`src/rtl/div_rs.sv`:
```
// rtl/div_rs.sv - repeated-subtraction unsigned divider, start/done handshake
// Dividend and divisor arrive on data_in in consecutive cycles; results held until next start.
module div_rs #(
  parameter int WIDTH = 16
) (
  input  logic             clock,
  input  logic             reset,
  input  logic             start,
  input  logic [WIDTH-1:0] data_in,
  output logic [WIDTH-1:0] quotient,
  output logic [WIDTH-1:0] remainder,
  output logic             done,
  output logic             busy,
  output logic             div_by_zero
);

  typedef enum logic [1:0] {
    IDLE     = 2'd0,
    LOAD_DVS = 2'd1,
    CALC     = 2'd2,
    DONE     = 2'd3
  } state_t;

  state_t           state;
  logic [WIDTH-1:0] r_reg;
  logic [WIDTH-1:0] q_reg;
  logic [WIDTH-1:0] d_reg;

  assign quotient  = q_reg;
  assign remainder = r_reg;

  always_ff @(posedge clock) begin
    if (reset) begin
      state       <= IDLE;
      r_reg       <= '0;
      q_reg       <= '0;
      d_reg       <= '0;
      done        <= 1'b0;
      busy        <= 1'b0;
      div_by_zero <= 1'b0;
    end else begin
      case (state)
        IDLE: begin
          if (start) begin
            r_reg       <= data_in;
            q_reg       <= '0;
            div_by_zero <= 1'b0;
            busy        <= 1'b1;
            state       <= LOAD_DVS;
          end
        end
        LOAD_DVS: begin
          d_reg <= data_in;
          state <= CALC;
        end
        CALC: begin
          // Zero divisor reports a saturated quotient and leaves the dividend in R.
          if (d_reg == '0) begin
            div_by_zero <= 1'b1;
            q_reg       <= {WIDTH{1'b1}};
            done        <= 1'b1;
            state       <= DONE;
          end else if (r_reg >= d_reg) begin
            r_reg <= r_reg - d_reg;
            q_reg <= q_reg + 1'b1;
          end else begin
            done  <= 1'b1;
            state <= DONE;
          end
        end
        DONE: begin
          done  <= 1'b0;
          busy  <= 1'b0;
          state <= IDLE;
        end
        default: begin
          done  <= 1'b0;
          busy  <= 1'b0;
          state <= IDLE;
        end
      endcase
    end
  end

endmodule

```
`config.mk`:
```
export PLATFORM = sky130hd
export DESIGN_NAME = div_rs
export DESIGN_NICKNAME = d
export VERILOG_FILES = /design/src/rtl/div_rs.sv
export SDC_FILE = /design/constraint.sdc
export NUM_CORES = 1
export LEC_CHECK = 0
export CAP_MARGIN = 20
export CORE_MARGIN = 1
export CORE_UTILIZATION = 33
export DETAILED_ROUTE_END_ITERATION = 10
export GPL_ROUTABILITY_DRIVEN = 0
export HOLD_SLACK_MARGIN = 0.06
export PLACE_DENSITY_LB_ADDON = 0.05
export SLEW_MARGIN = 10
export SYNTH_ARGS = -nofsm -noshare
export SYNTH_HDL_FRONTEND = slang
export SYNTH_SLANG_ARGS = --single-unit
```
`constraint.sdc`:
```
create_clock -name clock -period 6.96 [get_ports clock]
set_input_delay 1.392 -clock clock [delete_from_list [all_inputs] [get_ports clock]]
set_output_delay 1.392 -clock clock [all_outputs]
set_load 0.05 [all_outputs]
```
==> run_results.csv, run 1 <==
group,metric,value,unit
placement,dp_cells,576,
power,p_int,1.05,mW
clocking,clock_sinks,53,
placement,dp_hpwl,6230,um
sta,finalSetupViolations,0,
yosys,synth-xor-area-share,0.0337,
global_route,grt_max_degree,32,
worst_setup_path,cp_data_arrival_time,3.32,ns
yosys,synth_area,3380,um^2
worst_setup_path,critPathLaunchType,"register",
clocking,cts_tree,"yes",
yosys,synth_top_family_by_area,"compound AO/OA/AOI/OAI gates",
power,ir_worst_vdd,0.188,mV
worst_setup_path,worstSetupPathType,"reg2reg",
route,dr.first_iter.drc_count,128,
cells_and_area,n_antenna_cell,0,
global_route,grt_usage,0.171,
placement,dpl_cell_area,3990,um^2
sta,slew_viol_final,0,
global_route,antenna_found_initial,0,
yosys,synth-compound-area-share,0.243,
floorplanning,core,9860,um^2
power,pwr-share-seq,0.217,
clocking,cts_buffer_depth,2,
global_route,grt_pass1_vias,2860,
sta,maxSlewHeadroom,0.499,
route,ant_nets,0,
clocking,post_cts_buffers,0,
min_path,hp-start,"done",
clocking,postCtsHoldBufs,0,
worst_setup_path,path_max_fanout,30,
floorplanning,row_count,36,
placement,io_buffers,53,
power,p_per_area,495,nW/um^2
route,drt-total-wl,8580,um
job,cap_violations,0,
worst_setup_path,crit_required,7.16,ns
placement,place_ws,3.50,ns
cells_and_area,fillerInstances,997,
cells_and_area,layout_common_cells,"dfxtp_1, clkdlybuf4s50_1, nor2_1, a21oi_1, o21ai_0",
cells_and_area,nets,493,
sta,fmax,0.320,GHz
route,drc,0,
yosys,synth_fp_nets,451,
power,finalPower,2.05,mW
worst_setup_path,setup.worst_path.start,"d_reg[14]",
worst_setup_path,reg2reg_from,"d_reg[14]",
cells_and_area,regArea,1060,um^2
yosys,ys_async_sr_fraction,0,
sta,hold_ws,0.481,ns
yosys,synth_cell_type_count,53,
yosys,ys_warn_count,0,
cells_and_area,multi_input_area,2110,um^2
sta,final.min_clock_period,3.12,ns
global_route,busiest_layer,"met2",
yosys,synth_ff_type,"dfxtp_1",
route,detail_route.first_pass.iterations,6,
sta,tightest_slew,0.747,ns
power,p_sw_frac,0.488,
global_route,grt_overflow,0,
yosys,netlist_instances,409,
cells_and_area,syn_to_final_growth,22.6,%
floorplanning,die_area,10600,um^2
yosys,yosys.area_share.simple,0.177,
status,status,"completed",
sta,layout_setup_ws,3.84,ns
floorplanning,die_h,103,um
floorplanning,ios,54,
power,power.share.clock,0.128,
clocking,clk_latency,0.33,ns
clocking,h-tree-depth,2,
floorplanning,die_w,103,um
cells_and_area,finalNonFillerCells,585,
yosys,synth_fa_ha_area_frac,0.0874,
global_route,grt_pass1_wl,14200,um
cells_and_area,fin_util,0.420,
sta,finalCritPeriodShare,0.449,
worst_setup_path,worstSetupEndpointType,"register",
global_route,use_met1,0.219,
min_path,min_path_type,"reg2reg",
yosys,syn_area_per_cell,8.26,um^2
yosys,synth_edf_count,0,
route,post_drt_via_cell_ratio,5.17,
sta,finalSetupTns,0,ns
route,vias,3025,
clocking,path_clk_slew,0.12,ns
sta,finClkSkew,0.0190,ns
sta,finalHoldViolations,0,
cells_and_area,drive_gt1_frac,0.0597,
yosys,synth_mux_area_frac,0.0829,
route,wire_per_inst,14.7,um
cells_and_area,final_area,4140,um^2
power,net-switching-power,0.999,mW
global_route,grt_use_met2,0.302,
yosys,ys_seq_area_frac,0.314,
clocking,cts_buffers,5,
power,power.leakage,1.58,nW
floorplanning,initial_utilization,0.343,
sta,rsz0062_at_grt,"no",
yosys,synth-seq-cells,53,
global_route,met3_usage,0.0228,
power,combPwrFrac,0.655,
clocking,post_cts_resized,0,
clocking,root_buffer,"clkbuf_8",
## cell type report
class / count / share of cell area
multi-input combinational: 307 / 0.509
inverter: 27 / 0.0245
tap: 133 / 0.0402
timing repair buffer: 57 / 0.137
sequential: 53 / 0.256
clock inverter: 3 / 0.0166
clock buffer: 5 / 0.0166
## cells in the mapped netlist, types with 2 or more instances
master,n,area [um^2]
nor2_1,42,158
a21oi_1,35,175
o21a_1,6,45.0
xnor2_1,12,105
o21bai_1,2,15.0
buf_1,2,7.51
a211oi_1,4,30.0
nor3_1,9,45.0
and3_1,4,25.0
a31oi_1,7,43.8
o2111ai_1,2,17.5
or2_2,3,18.8
mux2i_1,28,280
nor2b_1,4,25.0
a21o_1,12,90.1
a22o_1,5,43.8
and4_1,4,35.0
nand4_1,5,31.3
nand2b_1,3,18.8
nand3_1,11,55.1
nand3b_1,4,30.0
ha_1,22,275
o21ai_0,29,145
inv_1,27,101
clkbuf_1,12,45.0
nor4_1,4,25.0
a211oi_2,5,62.6
buf_6,2,22.5
dfxtp_1,53,1060
buf_2,5,25.0
and2_1,2,12.5
nand2_1,23,86.3
## final timing paths
| check | cells past startpoint | slack, ns | endpoint |
|---|---|---|---|
| worst max-delay path | 10 | 3.84 | remainder[0] |
| worst min-delay path | 2 | 0.48 | done |
| worst max register to register | 10 | 3.84 | remainder[0] |
| worst min register to register | 2 | 0.48 | done |
## routing by layer
metal  part of all wire  wire, um
met2               0.48      4130
met4             0.0082        70
met3              0.029       252
met5                  0         0
met1               0.48      4130
## logic make-up after synthesis
| logic type | Yosys count |
|---|---|
| mux | 28 |
| simple gates | 122 |
| fa+ha+maj | 23 |
| compound gates | 121 |
| xor+xnor | 13 |
| flops | 53 |
| buf+inv | 49 |
## power groups by stage
stage	sequential [mW]	clock [mW]	combinational [mW]
6_report	0.445	0.262	1.34
5_1_grt	0.457	0.282	1.49
4_1_cts	0.446	0.273	1.35
3_5_place_dp	0.452	0	1.34
3_3_place_gp	0.453	0	1.34
2_1_floorplan	0.594	0	0.895
## critical path, stage by stage, from the launching register on
cell and delay [ns]:
dfxtp_1 0.42, inv_1 0.06, ha_1 0.42, nand4_2 0.17, or4_1 0.57, o221ai_2 0.26, nor2_2 0.14, o32ai_4 0.27
buf_4 0.37, mux2i_1 0.25, nor2_1 0.05
(Power assumes the default switching activity.)
==> run 2, diff against run 1 <==
==> constraint.sdc (replaced) <==
create_clock -name clock -period 2.92 [get_ports clock]
set_input_delay 0.584 -clock clock [delete_from_list [all_inputs] [get_ports clock]]
set_output_delay 0.584 -clock clock [all_outputs]
set_load 0.05 [all_outputs]
==> run 2 against run 1 <==
Effect of this change: via count increased by 2.4%; maximum frequency is 15% higher; critical endpoint is now remainder[14]; sequential power up 140%; final cell count increased by 3.4%; count of clock-buffer cells in the layout increased by 2; worst setup slack worse by 3.6 ns; clock power rose by 77%; highest routed layer unchanged; sequential cell count unchanged; wire length grew 5.5%; largest power group unchanged; global-route usage up 1.5 points; clock skew decreased by 0.012 ns.
==> run_results.csv, run 2 (same netlist as run 1, synthesis figures left out) <==
group,metric,value,unit
global_route,grt_pass1_vias,2968,
route,wire_per_inst,15.0,um
sta,layout_setup_ws,0.203,ns
clocking,h-tree-depth,2,
global_route,grt_overflow,0,
floorplanning,die_w,103,um
worst_setup_path,setup.worst_path.start,"d_reg[0]",
cells_and_area,multi_input_area,2110,um^2
power,finalPower,5.02,mW
clocking,clock_sinks,53,
power,p_per_area,1180,nW/um^2
sta,maxSlewHeadroom,0.600,
worst_setup_path,rr_worst_depth,10,
sta,finalSetupViolations,0,
floorplanning,row_count,36,
power,pwr-share-seq,0.211,
sta,tightest_slew,0.596,ns
sta,finalHoldViolations,0,
sta,slew_viol_final,0,
cells_and_area,syn_to_final_growth,26.3,%
power,power.share.clock,0.093,
min_path,min_path_type,"reg2reg",
worst_setup_path,crit_required,3.16,ns
sta,fmax,0.368,GHz
power,p_sw_frac,0.486,
sta,final.min_clock_period,2.72,ns
cells_and_area,fillerInstances,994,
worst_setup_path,path_max_fanout,3,
route,ant_nets,0,
power,net-switching-power,2.44,mW
clocking,cts_buffers,5,
floorplanning,die_h,103,um
clocking,cts_buffer_depth,2,
placement,place_ws,0.136,ns
clocking,cts_tree,"yes",
clocking,root_buffer,"clkbuf_8",
floorplanning,ios,54,
global_route,grt_max_degree,26,
cells_and_area,n_antenna_cell,0,
cells_and_area,layout_common_cells,"dfxtp_1, clkdlybuf4s50_1, nor2_1, a21oi_1, o21ai_0",
route,detail_route.first_pass.iterations,4,
worst_setup_path,critPathLaunchType,"register",
floorplanning,die_area,10600,um^2
global_route,grt_pass1_wl,15400,um
route,drt-total-wl,9050,um
cells_and_area,regArea,1060,um^2
global_route,antenna_found_initial,0,
worst_setup_path,worstSetupEndpointType,"register",
sta,finClkSkew,0.00728,ns
global_route,grt_usage,0.186,
sta,rsz0062_at_grt,"no",
clocking,path_clk_slew,0.10,ns
power,combPwrFrac,0.696,
route,dr.first_iter.drc_count,122,
placement,dp_hpwl,6700,um
worst_setup_path,reg2reg_from,"d_reg[0]",
power,power.leakage,1.67,nW
sta,finalCritPeriodShare,0.930,
power,ir_worst_vdd,0.444,mV
route,drc,0,
worst_setup_path,crit_end,"remainder[14]",
sta,hold_ws,0.474,ns
route,vias,3098,
floorplanning,core,9860,um^2
power,p_int,2.58,mW
worst_setup_path,regToRegSetupSlack,0.20,ns
floorplanning,initial_utilization,0.343,
job,cap_violations,0,
clocking,clk_latency,0.31,ns
placement,io_buffers,53,
worst_setup_path,worstSetupPathType,"reg2reg",
cells_and_area,nets,513,
sta,finalSetupTns,0,ns
worst_setup_path,reg2reg_to,"remainder[14]",
worst_setup_path,cp_data_arrival_time,2.96,ns
status,status,"completed",
route,post_drt_via_cell_ratio,5.12,
cells_and_area,drive_gt1_frac,0.102,
run 2: through the flow:
| step | cell area, um^2 | util | cells |
|---|---|---|---|
| floorplan | 3380 | - | 409 |
| global placement | 4150 | 0.420 | 595 |
| detailed placement | 4150 | 0.420 | 595 |
| CTS | 4250 | 0.431 | 603 |
| global route | 4270 | 0.433 | 605 |
| finish | 4270 | 0.433 | 605 |
run 2: per-layer routing:
layer	up-vias	share of wire	GRT usage
li1	1592	-	-
met5	-	0	0
met1	1446	0.49	0.251
met2	54	0.47	0.317
met4	0	0.0085	0.0358
met3	6	0.037	0.0262
run 2: what timing repair did:
action | in CTS | in global routing
endpoints found under the hold margin | 0 | 0
gates resized for setup | 0 | 1
buffers inserted | 0 | 2
hold buffers | 0 | 0
endpoints found under the setup margin | 0 | 6
run 2: power by group through the flow:
stage	registers, mW	clock network [mW]	logic [mW]
2_1_floorplan	1.42	0	2.13
3_3_place_gp	1.08	0	3.44
3_5_place_dp	1.08	0	3.44
4_1_cts	1.06	0.499	3.47
5_1_grt	1.09	0.521	3.87
6_report	1.06	0.465	3.50
run 2: area by class of cell:
class / count / area share
clock buffers: 7 / 0.0226
inverters: 27 / 0.0237
well taps: 133 / 0.0390
flip-flops and latches: 53 / 0.249
multi-input cells: 307 / 0.495
repair buffers: 77 / 0.169
clock inverters: 1 / 0.00117
run 2: worst min-delay path by stage:
stage	startpoint	endpoint	slack [ns]	cells after the start
after global routing	done	done	0.49	2
after detailed placement	done	done	0.47	2
after floorplan	d_reg[15]	d_reg[15]	0.48	2
final	done	done	0.47	2
after CTS	done	done	0.48	2
after global placement	done	done	0.47	2
run 2: worst max-delay path: stages, from the launching register on:
cell      delay, ns
dfxtp_1        0.38
ha_1           0.19
inv_1          0.06
fa_1           0.41
a21o_1         0.22
nand4_1        0.13
nand3_1        0.16
a211oi_1       0.58
a21oi_1        0.14
a31o_2         0.23
a31oi_1        0.14
